==> src/rtl/fb_pkg.sv <==
// Frame-buffer arbiter shared definitions: geometry, widths and the slot tags
// that travel down the arbiter's two-stage access pipeline.
package fb_pkg;

  localparam int FB_W      = 300;
  localparam int FB_H      = 300;
  localparam int FB_PIXELS = 90000;
  localparam int FB_AW     = 17;
  localparam int FB_DW     = 8;

  typedef enum logic [2:0] {
    TAG_NONE,
    TAG_DISP,
    TAG_DISP_MISS,
    TAG_CPU_RD,
    TAG_CPU_WR,
    TAG_CPU_ERR
  } slot_tag_e;

  // A slot carries the display outcome and the CPU outcome separately,
  // because a forced CPU grant and a missed display request share one cycle.
  typedef struct packed {
    slot_tag_e disp_tag;
    slot_tag_e cpu_tag;
    logic      err_rd;
  } slot_t;

  localparam slot_t SLOT_IDLE = '{disp_tag: TAG_NONE, cpu_tag: TAG_NONE, err_rd: 1'b0};

endpackage

==> src/rtl/fb_starve_guard.sv <==
// CPU starvation guard for the frame-buffer arbiter (built only when
// FB_STARVE_GUARD_EN is defined). Counts cycles the CPU waits with a pending
// request; when the count reaches STARVE_MAX the CPU is forced through.
module fb_starve_guard
  import fb_pkg::*;
#(
  parameter int STARVE_MAX = 16
)(
  input  logic VGA_CLK_IN,
  input  logic rst_n,
  input  logic cpu_req,
  input  logic cpu_grant,
  output logic force_cpu
);

  localparam logic [7:0] WAIT_LIMIT = 8'(STARVE_MAX);

  logic [7:0] wait_cnt;

  // Count ungranted request cycles; any grant or an idle CPU restarts the count.
  always_ff @(posedge VGA_CLK_IN or negedge rst_n) begin
    if (!rst_n) begin
      wait_cnt <= 8'd0;
    end else if (!cpu_req || cpu_grant) begin
      wait_cnt <= 8'd0;
    end else if (wait_cnt != 8'hFF) begin
      wait_cnt <= wait_cnt + 8'd1;
    end
  end

  assign force_cpu = cpu_req && (wait_cnt == WAIT_LIMIT);

endmodule

==> src/rtl/fb_arbiter.sv <==
// Single-port frame-buffer arbiter: shares the image RAM between VGA scan-out
// (fixed latency 3, priority) and the CPU load/store port (idle cycles only).
// Optional feature macro: FB_STARVE_GUARD_EN adds a CPU starvation guard that
// forces a CPU grant after STARVE_MAX waits; the displaced display request is
// answered with the previously returned pixel and disp_miss.
module fb_arbiter
  import fb_pkg::*;
#(
  parameter int PIXELS     = FB_PIXELS,
  parameter int AW         = FB_AW,
  parameter int DW         = FB_DW,
  parameter int STARVE_MAX = 16
)(
  input  logic          VGA_CLK_IN,
  input  logic          rst_n,
  input  logic          disp_req,
  input  logic [AW-1:0] disp_addr,
  output logic          disp_valid,
  output logic [DW-1:0] disp_data,
  output logic          disp_miss,
  input  logic          cpu_req,
  input  logic          cpu_we,
  input  logic [AW-1:0] cpu_addr,
  input  logic [DW-1:0] cpu_wdata,
  output logic          cpu_ack,
  output logic          cpu_err,
  output logic          cpu_rvalid,
  output logic [DW-1:0] cpu_rdata,
  output logic [AW-1:0] mem_addr,
  output logic          mem_we,
  output logic [DW-1:0] mem_wdata,
  input  logic [DW-1:0] mem_rdata
);

  localparam logic [AW:0] PIX_LIMIT = (AW+1)'(PIXELS);

  logic  force_cpu;
  logic  addr_err;
  logic  disp_grant;
  logic  cpu_grant;
  logic  disp_preempt;
  slot_t slot_nxt;
  slot_t slot_s1;
  slot_t slot_s2;

  assign addr_err = ({1'b0, cpu_addr} >= PIX_LIMIT);

`ifdef FB_STARVE_GUARD_EN
  fb_starve_guard #(
    .STARVE_MAX (STARVE_MAX)
  ) u_starve_guard (
    .VGA_CLK_IN (VGA_CLK_IN),
    .rst_n      (rst_n),
    .cpu_req    (cpu_req),
    .cpu_grant  (cpu_grant),
    .force_cpu  (force_cpu)
  );
`else
  logic unused_starve_max;
  assign unused_starve_max = (STARVE_MAX == 0);
  assign force_cpu         = 1'b0;
`endif

  // Grant selection: forced CPU, then display, then CPU in idle cycles.
  always_comb begin
    disp_grant   = 1'b0;
    cpu_grant    = 1'b0;
    disp_preempt = 1'b0;
    if (force_cpu) begin
      cpu_grant    = 1'b1;
      disp_preempt = disp_req;
    end else if (disp_req) begin
      disp_grant = 1'b1;
    end else if (cpu_req) begin
      cpu_grant = 1'b1;
    end
  end

  // Tag the slot issued this cycle so the return stage knows whom to answer.
  always_comb begin
    slot_nxt = SLOT_IDLE;
    if (disp_grant) begin
      slot_nxt.disp_tag = TAG_DISP;
    end else if (disp_preempt) begin
      slot_nxt.disp_tag = TAG_DISP_MISS;
    end
    if (cpu_grant) begin
      if (addr_err) begin
        slot_nxt.cpu_tag = TAG_CPU_ERR;
        slot_nxt.err_rd  = !cpu_we;
      end else if (cpu_we) begin
        slot_nxt.cpu_tag = TAG_CPU_WR;
      end else begin
        slot_nxt.cpu_tag = TAG_CPU_RD;
      end
    end
  end

  // Issue stage: drive the RAM port and acknowledge the CPU one cycle after grant.
  always_ff @(posedge VGA_CLK_IN or negedge rst_n) begin
    if (!rst_n) begin
      mem_addr  <= '0;
      mem_we    <= 1'b0;
      mem_wdata <= '0;
      cpu_ack   <= 1'b0;
      cpu_err   <= 1'b0;
    end else begin
      cpu_ack <= cpu_grant;
      cpu_err <= cpu_grant && addr_err;
      mem_we  <= cpu_grant && cpu_we && !addr_err;
      if (disp_grant) begin
        mem_addr <= disp_addr;
      end else if (cpu_grant && !addr_err) begin
        mem_addr  <= cpu_addr;
        mem_wdata <= cpu_wdata;
      end
    end
  end

  // Tag pipeline aligned with the RAM's one-cycle read latency.
  always_ff @(posedge VGA_CLK_IN or negedge rst_n) begin
    if (!rst_n) begin
      slot_s1 <= SLOT_IDLE;
      slot_s2 <= SLOT_IDLE;
    end else begin
      slot_s1 <= slot_nxt;
      slot_s2 <= slot_s1;
    end
  end

  // Return stage: capture RAM data for the owner of the slot; a missed display
  // slot keeps disp_data, which repeats the last pixel actually fetched.
  always_ff @(posedge VGA_CLK_IN or negedge rst_n) begin
    if (!rst_n) begin
      disp_valid <= 1'b0;
      disp_miss  <= 1'b0;
      disp_data  <= '0;
      cpu_rvalid <= 1'b0;
      cpu_rdata  <= '0;
    end else begin
      disp_valid <= (slot_s2.disp_tag != TAG_NONE);
      disp_miss  <= (slot_s2.disp_tag == TAG_DISP_MISS);
      if (slot_s2.disp_tag == TAG_DISP) begin
        disp_data <= mem_rdata;
      end
      cpu_rvalid <= (slot_s2.cpu_tag == TAG_CPU_RD) ||
                    ((slot_s2.cpu_tag == TAG_CPU_ERR) && slot_s2.err_rd);
      if (slot_s2.cpu_tag == TAG_CPU_RD) begin
        cpu_rdata <= mem_rdata;
      end else if ((slot_s2.cpu_tag == TAG_CPU_ERR) && slot_s2.err_rd) begin
        cpu_rdata <= '0;
      end
    end
  end

endmodule

==> config.mk <==
export PLATFORM = sky130hd
export DESIGN_NAME = fb_arbiter
export DESIGN_NICKNAME = d
export VERILOG_FILES = /design/src/rtl/fb_pkg.sv /design/src/rtl/fb_starve_guard.sv /design/src/rtl/fb_arbiter.sv
export SDC_FILE = /design/constraint.sdc
export NUM_CORES = 1
export LEC_CHECK = 0
export CORE_MARGIN = 1
export CORE_UTILIZATION = 45
export CTS_BUF_LIST = sky130_fd_sc_hd__clkbuf_8 sky130_fd_sc_hd__clkbuf_16
export CTS_CLUSTER_SIZE = 24
export DETAILED_ROUTE_END_ITERATION = 8
export PLACE_DENSITY = 0.85
export SYNTH_ARGS = -nofsm -noshare
export SYNTH_HDL_FRONTEND = slang
export SYNTH_HIERARCHICAL = 1
export SYNTH_SLANG_ARGS = --single-unit
==> constraint.sdc <==
create_clock -name VGA_CLK_IN -period 1.7 [get_ports VGA_CLK_IN]
set_input_delay 0.34 -clock VGA_CLK_IN [delete_from_list [all_inputs] [get_ports VGA_CLK_IN]]
set_output_delay 0.34 -clock VGA_CLK_IN [all_outputs]
set_load 0.03 [all_outputs]
==> results of run 1 <==
-- layout make-up --
| class | count | share of cell area, % |
|---|---|---|
| Clock buffer | 5 | 1.81 |
| Clock inverter | 3 | 0.560 |
| Inverter | 3 | 0.296 |
| Multi-Input combinational cell | 118 | 24.3 |
| Sequential cell | 56 | 36.9 |
| Tap cell | 67 | 2.21 |
| Timing Repair Buffer | 125 | 34.0 |
-- routing by layer --
layer / wire length [um] / global-route usage, %
met3: 420 / 5.49
met2: 2920 / 38.2
met1: 2390 / 29.7
met4: 184 / 10.7
met5: 0 / 0
-- logic make-up (layout without fill, tap and decap cells) --
kind of cell | Yosys count | in the layout | synth area share, %
compound gates | 66 | 66 | 17.5
flops | 56 | 56 | 61.3
simple gates | 35 | 35 | 10.2
other cells | 1 | 1 | 0.164
mux | 16 | 16 | 7.88
buf+inv | 15 | 136 | 3.01
-- power breakdown --
part	switching, mW	leakage (nW)	internal [mW]
clock network	0.437	0.0445	0.293
registers	0.0711	0.685	1.47
logic	0.522	1.19	0.446
total	1.03	1.92	2.21
-- cells in the mapped netlist, types with 2 or more instances --
| library cell | count | area [um^2] |
|---|---|---|
| a21oi_1 | 20 | 100 |
| a22o_1 | 9 | 78.8 |
| a31oi_1 | 15 | 93.8 |
| and2_1 | 2 | 12.5 |
| buf_1 | 2 | 7.51 |
| clkbuf_1 | 7 | 26.3 |
| dfrtp_1 | 56 | 1400 |
| inv_1 | 3 | 11.3 |
| mux2_2 | 15 | 169 |
| nand2_1 | 2 | 7.51 |
| nor2_1 | 4 | 15.0 |
| nor2b_1 | 18 | 113 |
| o21ai_0 | 16 | 80.1 |
| o21ai_1 | 2 | 10.0 |
-- worst paths after layout --
kind	from	to	slack [ps]	depth (start not counted)
max in group asynchronous	rst_n	mem_wdata[1]$_DFFE_PN0P_	1450	2
setup / recovery	cpu_ack$_DFF_PN0_	cpu_ack	40	1
hold reg to reg	slot_s1[2]$_DFF_PN0_	slot_s2[2]$_DFF_PN0_	360	0
setup reg to reg	slot_s2[3]$_DFF_PN0_	cpu_rdata[2]$_DFFE_PN0P_	600	4
hold / removal	rst_n	cpu_rvalid$_DFF_PN0_	10	2
min in group VGA_CLK_IN	slot_s1[2]$_DFF_PN0_	slot_s2[2]$_DFF_PN0_	360	0
-- per-stage QoR --
step	worst slack, ps	setup TNS (ps)	std cells	power [mW]	area (um^2)
after floorplan	103	0	189	2.04	2290
after global placement	-411	-9680	364	2.54	3480
after detailed placement	-448	-10960	364	2.56	3480
after CTS	0.790	0	376	3.28	3710
after global routing	4.67	0	377	3.40	3800
final	44.0	0	377	3.24	3800
-- flip-flops by register name (all words and copies together) (netlist names) --
signal      count
cpu_ack         1
slot_s2         5
mem_addr       17
slot_s1         5
cpu_rvalid      1
cpu_err         1
disp_valid      1
mem_wdata       8
disp_data       8
cpu_rdata       8
mem_we          1
-- timing repair --
item                       4_1_cts  5_1_grt
pin swaps                        8        3
setup endpoints to repair       36       55
gates resized for setup         36       39
buffers inserted                 2        1
gates cloned                     2        0
==> results.sh, run 1 <==
export IMPL_status="finished clean"
export IMPL_crit_type="register to primary output"
export IMPL_avgSynthCellArea_um2=12.1
export IMPL_area_delta_synth_final_pct=66.2
export IMPL_antenna_found_initial=0
export IMPL_setup_viol=0
export IMPL_insertion_delay_ps=310
export IMPL_syn_cell_area_um2=2290
export IMPL_final_max_slew_viol_count=0
export IMPL_synth_ff_type="dfrtp_1"
export IMPL_synth_edf_count=0
export IMPL_fin_crit_sh_pct=97.4
export IMPL_drtAntennaViolNets=0
export IMPL_cts_num_sinks=56
export IMPL_io_pins=102
export IMPL_n_fill_cell=336
export IMPL_layout_nets=364
export IMPL_clk_pin_slew_ps=90
export IMPL_wirelength_mm=5.91
export IMPL_critPathBufInv=1
export IMPL_fin_crit_ps=1660
export IMPL_core_area_um2=4820
export IMPL_clockBufferDepth=2
export IMPL_via_count=1962
export IMPL_hold_class="primary input to async pin"
export IMPL_routedWlPerCell_um=15.7
export IMPL_grt_usage_pct=23.4
export IMPL_critPathTopFamily="buffers and inverters"
export IMPL_final_common_cell="dfrtp_1"
export IMPL_crit_chain="clkdlybuf4s50_1"
export IMPL_grt_pass1_wl_mm=9.34
export IMPL_cp_required_ps=1360
export IMPL_p_leak_nw=1.92
export IMPL_drive_gt1_share_pct=20.3
export IMPL_rsz0062_at_grt="false"
export IMPL_cp_slowest_cell="clkdlybuf4s50_1"
export IMPL_synth_cell_type_count=32
export IMPL_grt_max_degree=57
export IMPL_rows=25
export IMPL_ir_drop_v=0.000506
export IMPL_yosysWarnings=6
export IMPL_postLayoutCoreUtil_pct=78.9
export IMPL_avgViaCountPerCell=5.20
export IMPL_critPathLaunchType="register"
export IMPL_end_kind="primary output"
export IMPL_synth_cells=189
export IMPL_clock_skew_ps=4.65
export IMPL_synth_seq_area_share_pct=61.3
export IMPL_grt_overflow_total=0
export IMPL_cts_tree="built"
export IMPL_ctsRootBufferMaster="clkbuf_8"
export IMPL_holdWs_ps=11.3
export IMPL_ctsHoldBuffers=0
export IMPL_max_freq_mhz=604
export IMPL_firstDrtPassIters=4
export IMPL_path_max_fanout=1
export IMPL_drt_initial_drc_count=80
export IMPL_cts_buffers=5
export IMPL_hold_viol=0
export IMPL_ys_ff_latch=56
export IMPL_multiInputGateArea_um2=922
export IMPL_initial_core_util_pct=47.5
export IMPL_cts_htree_levels=2
export IMPL_cp_arrival_ps=1320
export IMPL_grt_pass1_vias=1981
export IMPL_port_buffers=100
export IMPL_dieArea_um2=5370
export IMPL_gp_congestion=0.793
export IMPL_powerDensity_nw_per_um2=853
export IMPL_synthArstFlopShare_pct=100
export IMPL_layout_common_cells="dfrtp_1 (56), clkdlybuf4s50_1 (45), dlymetal6s2s_1 (32)"
export IMPL_die_w_um=73.3
export IMPL_dpl_hpwl_mm=3.99
export IMPL_die_h_um=73.3
export IMPL_ff_latch_area_um2=1400
export IMPL_drc=0
export IMPL_cap_violations=0
export IMPL_synth_nets=244
export IMPL_crit_path_max_incr_delay_ps=670
export IMPL_diodes=0
Note: power is estimated with default switching activity, not from simulation.
==> run 2, diff against run 1 <==
--- a/config.mk
+++ b/config.mk
@@ -6,11 +6,11 @@
 export NUM_CORES = 1
 export LEC_CHECK = 0
 export CORE_MARGIN = 1
-export CORE_UTILIZATION = 45
+export CORE_UTILIZATION = 41
 export CTS_BUF_LIST = sky130_fd_sc_hd__clkbuf_8 sky130_fd_sc_hd__clkbuf_16
 export CTS_CLUSTER_SIZE = 24
 export DETAILED_ROUTE_END_ITERATION = 8
-export PLACE_DENSITY = 0.85
+export PLACE_DENSITY = 0.79
 export SYNTH_ARGS = -nofsm -noshare
 export SYNTH_HDL_FRONTEND = slang
 export SYNTH_HIERARCHICAL = 1
==> constraint.sdc (replaced) <==
create_clock -name VGA_CLK_IN -period 1.75 [get_ports VGA_CLK_IN]
set_input_delay 0.35 -clock VGA_CLK_IN [delete_from_list [all_inputs] [get_ports VGA_CLK_IN]]
set_output_delay 0.35 -clock VGA_CLK_IN [all_outputs]
set_load 0.03 [all_outputs]
==> run 2 against run 1 <==
Compared with the run above:
- flip-flop and latch count is the same
- count of clock-buffer cells in the layout is the same
- die area is 9.5% higher
- core utilization shrank 7.1 points
- routed wire length grew 0.52%
- global-route usage shrank 2.8 points
- first-iteration DRC count is 13% higher
- critical path type unchanged
- largest cell class unchanged
==> results.sh, run 2 (synthesis gave the netlist of run 1 again) <==
export IMPL_grt_overflow_total=0
export IMPL_clock_skew_ps=3.84
export IMPL_ff_latch_area_um2=1400
export IMPL_core_area_um2=5240
export IMPL_grt_pass1_vias=1888
export IMPL_critPathBufInv=1
export IMPL_firstDrtPassIters=4
export IMPL_die_h_um=76.7
export IMPL_multiInputGateArea_um2=900
export IMPL_drive_gt1_share_pct=19.5
export IMPL_final_common_cell="clkdlybuf4s50_1"
export IMPL_antenna_found_initial=0
export IMPL_setup_slack_ps=24.4
export IMPL_rows=26
export IMPL_max_freq_mhz=580
export IMPL_drtAntennaViolNets=0
export IMPL_drt_initial_drc_count=90
export IMPL_n_fill_cell=398
export IMPL_dp_slack_ps=-415
export IMPL_powerDensity_nw_per_um2=851
export IMPL_wirelength_mm=5.95
export IMPL_status="finished clean"
export IMPL_ctsHoldBuffers=0
export IMPL_cp_slowest_cell="clkdlybuf4s50_1"
export IMPL_crit_path_max_incr_delay_ps=710
export IMPL_setup_viol=0
export IMPL_cp_arrival_ps=1380
export IMPL_rrSetupSlack_ps=630
export IMPL_grt_usage_pct=20.6
export IMPL_fin_crit_ps=1730
export IMPL_cp_num_cells=1
export IMPL_grt_max_degree=57
export IMPL_initial_core_util_pct=43.7
export IMPL_hold_viol=0
export IMPL_grt_pass1_wl_mm=9.36
export IMPL_io_pins=102
export IMPL_cts_tree="built"
export IMPL_drc=0
export IMPL_cts_buffers=5
export IMPL_ir_drop_v=0.000439
export IMPL_gp_congestion=0.841
export IMPL_critPathLaunchType="register"
export IMPL_area_delta_synth_final_pct=64.3
export IMPL_cap_violations=0
export IMPL_avgViaCountPerCell=5.13
export IMPL_port_buffers=100
export IMPL_ctsRootBufferMaster="clkbuf_8"
export IMPL_regMostFlops="mem_addr"
export IMPL_via_count=1939
export IMPL_reg2regPathDepth=4
export IMPL_critPathTopFamily="buffers and inverters"
export IMPL_diodes=0
export IMPL_cts_num_sinks=56
export IMPL_p_total_mw=3.20
export IMPL_dieArea_um2=5880
export IMPL_place_inst=368
export IMPL_clk_pin_slew_ps=100
export IMPL_dpl_hpwl_mm=4.13
export IMPL_cp_required_ps=1400
export IMPL_die_w_um=76.7
export IMPL_cts_htree_levels=2
export IMPL_layout_common_cells="clkdlybuf4s50_1 (80), dfrtp_1 (56), a21oi_1 (20)"
export IMPL_routedWlPerCell_um=15.7
export IMPL_crit_type="register to primary output"
export IMPL_largest_reg_flops=17
export IMPL_fin_crit_sh_pct=98.6
export IMPL_path_max_fanout=2
export IMPL_layout_nets=362
export IMPL_clockBufferDepth=2
export IMPL_p_leak_nw=1.71
export IMPL_hold_class="primary input to async pin"
export IMPL_end_kind="primary output"
export IMPL_stdcell_count=378
export IMPL_final_max_slew_viol_count=0
export IMPL_crit_chain="clkdlybuf4s50_1"
export IMPL_insertion_delay_ps=310
-- run 2: changes by cell type in the layout (fill, tap and decap cells not counted), moves of 2 or more --
cell	previous run	this run
a31oi_2	1	3
buf_12	2	4
o21ai_0	13	16
buf_4	20	18
dlymetal6s2s_1	32	15
dlygate4sd2_1	22	4
clkdlybuf4s50_1	45	80
o21ai_1	5	2
-- run 2: path summary, 6_finish.rpt --
check                                         from                        to
max                        mem_addr[9]$_DFFE_PN0P_               mem_addr[9]
min                                          rst_n      cpu_rvalid$_DFF_PN0_
max reg2reg                   slot_s2[3]$_DFF_PN0_  cpu_rdata[5]$_DFFE_PN0P_
min reg2reg                   slot_s1[3]$_DFF_PN0_      slot_s2[3]$_DFF_PN0_
max in group asynchronous                    rst_n   mem_addr[3]$_DFFE_PN0P_
min in group VGA_CLK_IN       slot_s1[3]$_DFF_PN0_      slot_s2[3]$_DFF_PN0_
-- run 2: timing repair --
| action | in CTS | in global routing |
|---|---|---|
| cloned | 0 | 1 |
| buffers inserted | 0 | 1 |
| pin swaps | 0 | 4 |
| gates resized for setup | 6 | 25 |
| setup endpoints to repair | 16 | 32 |
-- run 2: layout make-up --
cell class / count / share of cell area (%)
Inverter: 3 / 0.300
Sequential cell: 56 / 37.3
Multi-Input combinational cell: 118 / 23.9
Clock buffer: 5 / 1.83
Clock inverter: 3 / 0.566
Timing Repair Buffer: 123 / 33.8
Tap cell: 70 / 2.33
-- run 2: per-layer routing --
metal  track usage, %  part of all wire, %  vias to the layer above
li1                 -                    -                      917
met1             26.3                   42                      934
met2             33.2                   51                       75
met3             5.12                  5.1                       13
met4             8.65                  2.3                        0
met5                0                    0                        -
-- run 2: where the power goes --
part | switching, mW | internal [mW] | leakage (nW) | total, mW
clock | 0.432 | 0.285 | 0.0445 | 0.717
combinational | 0.500 | 0.477 | 0.977 | 0.977
sequential | 0.0732 | 1.43 | 0.685 | 1.51
total | 1.01 | 2.19 | 1.71 | 3.20
-- run 2: metrics by stage --
| stage | hold WS, ps | TNS [ps] | cell area, um^2 | util (%) |
|---|---|---|---|---|
| final | 18.1 | 0 | 3760 | 71.8 |
| after global routing | 28.5 | -288 | 3760 | 71.8 |
| after CTS | 30.3 | 0 | 3600 | 68.8 |
| after detailed placement | 335 | -9500 | 3510 | 67.0 |
| after global placement | 331 | -8250 | 3510 | 67.0 |
| after floorplan | 54.4 | 0 | 2290 | - |
==> run 3, diff against run 2 <==
--- a/config.mk
+++ b/config.mk
@@ -5,12 +5,13 @@
 export SDC_FILE = /design/constraint.sdc
 export NUM_CORES = 1
 export LEC_CHECK = 0
-export CORE_MARGIN = 1
-export CORE_UTILIZATION = 41
+export ABC_AREA = 1
+export CORE_MARGIN = 4
+export CORE_UTILIZATION = 42
 export CTS_BUF_LIST = sky130_fd_sc_hd__clkbuf_8 sky130_fd_sc_hd__clkbuf_16
 export CTS_CLUSTER_SIZE = 24
 export DETAILED_ROUTE_END_ITERATION = 8
-export PLACE_DENSITY = 0.79
+export PLACE_DENSITY = 0.8
 export SYNTH_ARGS = -nofsm -noshare
 export SYNTH_HDL_FRONTEND = slang
 export SYNTH_HIERARCHICAL = 1
==> run 3 against run 2 <==
Compared with the run above:
- non-clock buffer count fell by 17
- synthesized area is 1.8% higher
- global-route usage down 3.3 points
- via count is 5.1% higher
- sequential power grew 3%
- core utilization fell by 2.7 points
==> results.sh, run 3 <==
export IMPL_ir_drop_v=0.000546
export IMPL_cp_arrival_ps=1340
export IMPL_critPathLaunchType="register"
export IMPL_synth_cells=270
export IMPL_cts_num_sinks=56
export IMPL_cts_htree_levels=2
export IMPL_synth_ff_type="dfrtp_1"
export IMPL_final_max_slew_viol_count=0
export IMPL_multiInputGateArea_um2=754
export IMPL_clock_skew_ps=3.96
export IMPL_hold_class="primary input to async pin"
export IMPL_grt_pass1_wl_mm=8.83
export IMPL_ff_latch_area_um2=1400
export IMPL_regMostFlops="mem_addr"
export IMPL_synth_top_area_cell="dfrtp_1"
export IMPL_fin_crit_sh_pct=96.7
export IMPL_grt_max_degree=57
export IMPL_routedWlPerCell_um=12.3
export IMPL_crit_chain="clkdlybuf4s50_1"
export IMPL_comb_power_share_pct=28.2
export IMPL_cts_buffers=5
export IMPL_insertion_delay_ps=300
export IMPL_diodes=0
export IMPL_ys_top_cells_by_count="nand2_1 (98), dfrtp_1 (56), inv_1 (25), nand3_1 (25), nor2_1 (15)"
export IMPL_final_common_cell="nand2_1"
export IMPL_finalSetupTns_ps=0
export IMPL_synth_most_common_cell="nand2_1"
export IMPL_drc=0
export IMPL_initial_core_util_pct=44.5
export IMPL_p_leak_nw=1.95
export IMPL_tightest_slew_ps=535
export IMPL_critPathBufInv=1
export IMPL_synth_nets=325
export IMPL_postLayoutCoreUtil_pct=69.1
export IMPL_dpl_hpwl_mm=4.19
export IMPL_cp_required_ps=1400
export IMPL_cp_slowest_cell="clkdlybuf4s50_1"
export IMPL_status="finished clean"
export IMPL_power_frac_seq_pct=41.9
export IMPL_fin_crit_ps=1690
export IMPL_yosysWarnings=6
export IMPL_synthArstFlopShare_pct=100
export IMPL_die_w_um=82.5
export IMPL_syn_cell_area_um2=2330
export IMPL_cap_violations=0
export IMPL_p_clk_share_pct=29.9
export IMPL_synth_area_leaders="dfrtp_1 (60%), nand2_1 (16%), nand3_1 (5.4%)"
export IMPL_switching_share_pct=28.7
export IMPL_io_pins=102
export IMPL_avgSynthCellArea_um2=8.62
export IMPL_crit_type="register to primary output"
export IMPL_layout_common_cells="nand2_1 (98), clkdlybuf4s50_1 (83), dfrtp_1 (56)"
export IMPL_p_int_mw=2.63
export IMPL_path_max_fanout=2
export IMPL_ys_ff_latch=56
export IMPL_core_area_um2=5240
export IMPL_firstDrtPassIters=4
export IMPL_synth_edf_count=0
export IMPL_drive_gt1_share_pct=5.39
export IMPL_clockBufferDepth=2
export IMPL_ctsHoldBuffers=0
export IMPL_crit_path_max_incr_delay_ps=670
export IMPL_netSwitchingPower_mw=1.06
export IMPL_grt_usage_pct=17.3
export IMPL_n_fill_cell=431
export IMPL_die_h_um=82.5
export IMPL_port_buffers=100
export IMPL_layout_nets=425
export IMPL_rsz0062_at_grt="false"
export IMPL_via_count=2037
export IMPL_grt_pass1_vias=2020
export IMPL_cts_tree="built"
export IMPL_wirelength_mm=5.40
export IMPL_antenna_found_initial=0
export IMPL_setup_viol=0
export IMPL_end_kind="primary output"
export IMPL_p_total_mw=3.69
export IMPL_rrSetupSlack_ps=450
export IMPL_dieArea_um2=6800
export IMPL_synth_cell_type_count=19
export IMPL_critPathTopFamily="buffers and inverters"
export IMPL_synth_seq_area_share_pct=60.2
export IMPL_area_delta_synth_final_pct=55.4
export IMPL_rows=26
export IMPL_synth_top_area_share_pct=60.2
export IMPL_drt_initial_drc_count=40
export IMPL_grt_overflow_total=0
export IMPL_slew_headroom_pct=64.2
export IMPL_clk_pin_slew_ps=90
export IMPL_avgViaCountPerCell=4.62
export IMPL_ctsRootBufferMaster="clkbuf_8"
export IMPL_gp_congestion=0.801
export IMPL_hold_viol=0
export IMPL_largest_reg_flops=17
export IMPL_powerDensity_nw_per_um2=1020
export IMPL_max_freq_mhz=591
export IMPL_drtAntennaViolNets=0
run 3: worst paths after layout:
kind,to,start,cells past startpoint
worst max register to register,cpu_rdata[6]$_DFFE_PN0P_,slot_s2[3]$_DFF_PN0_,3
min in group VGA_CLK_IN,slot_s2[0]$_DFF_PN0_,slot_s1[0]$_DFF_PN0_,0
worst max-delay path,disp_data[0],disp_data[0]$_DFFE_PN0P_,1
max in group asynchronous,mem_addr[0]$_DFFE_PN0P_,rst_n,2
worst min register to register,slot_s2[0]$_DFF_PN0_,slot_s1[0]$_DFF_PN0_,0
worst min-delay path,cpu_rdata[6]$_DFFE_PN0P_,rst_n,2
run 3: per-layer routing:
layer / track usage, % / part of all wire [%]
met5: 0 / 0
met4: 5.48 / 1.4
met3: 7.38 / 13
met2: 28.0 / 44
met1: 20.6 / 41
run 3: final cells by class:
cell class,count,share of cell area (%)
sequential,56,38.7
tap,70,2.42
multi-input combinational,174,20.9
inverter,27,2.80
clock buffer,5,1.90
clock inverter,3,2.49
timing repair buffer,106,30.8
run 3: cells by family after synthesis:
kind of cell	share of synthesized area, %
AND/OR/NAND/NOR	25.4
flip-flops	60.2
buffers and inverters	7.42
AO/OA/AOI/OAI	6.82
other	0.161
run 3: stage by stage:
step / area [um^2] / cells / hold slack, ps / setup WS (ps)
2_1_floorplan: 2330 / 270 / 54.4 / 551
3_3_place_gp: 3420 / 433 / 332 / 63.3
3_5_place_dp: 3420 / 433 / 336 / 0.108
4_1_cts: 3580 / 441 / 27.6 / 4.88
5_1_grt: 3620 / 441 / 38.5 / 1.17
6_report: 3620 / 441 / 27.9 / 58.6
run 3: power by group through the flow:
stage	Sequential (mW)	Combinational [mW]	Clock, mW
after floorplan	1.88	0.221	0
after global placement	1.57	1.05	0
after detailed placement	1.57	1.07	0
after CTS	1.55	1.06	1.13
after global routing	1.57	1.13	1.19
final	1.55	1.04	1.10
run 3: what timing repair did:
action | 4_1_cts | 5_1_grt
endpoints found under the hold margin | 0 | 0
setup buffers | 0 | 0
endpoints found under the setup margin | 1 | 15
gates resized for setup | 1 | 15
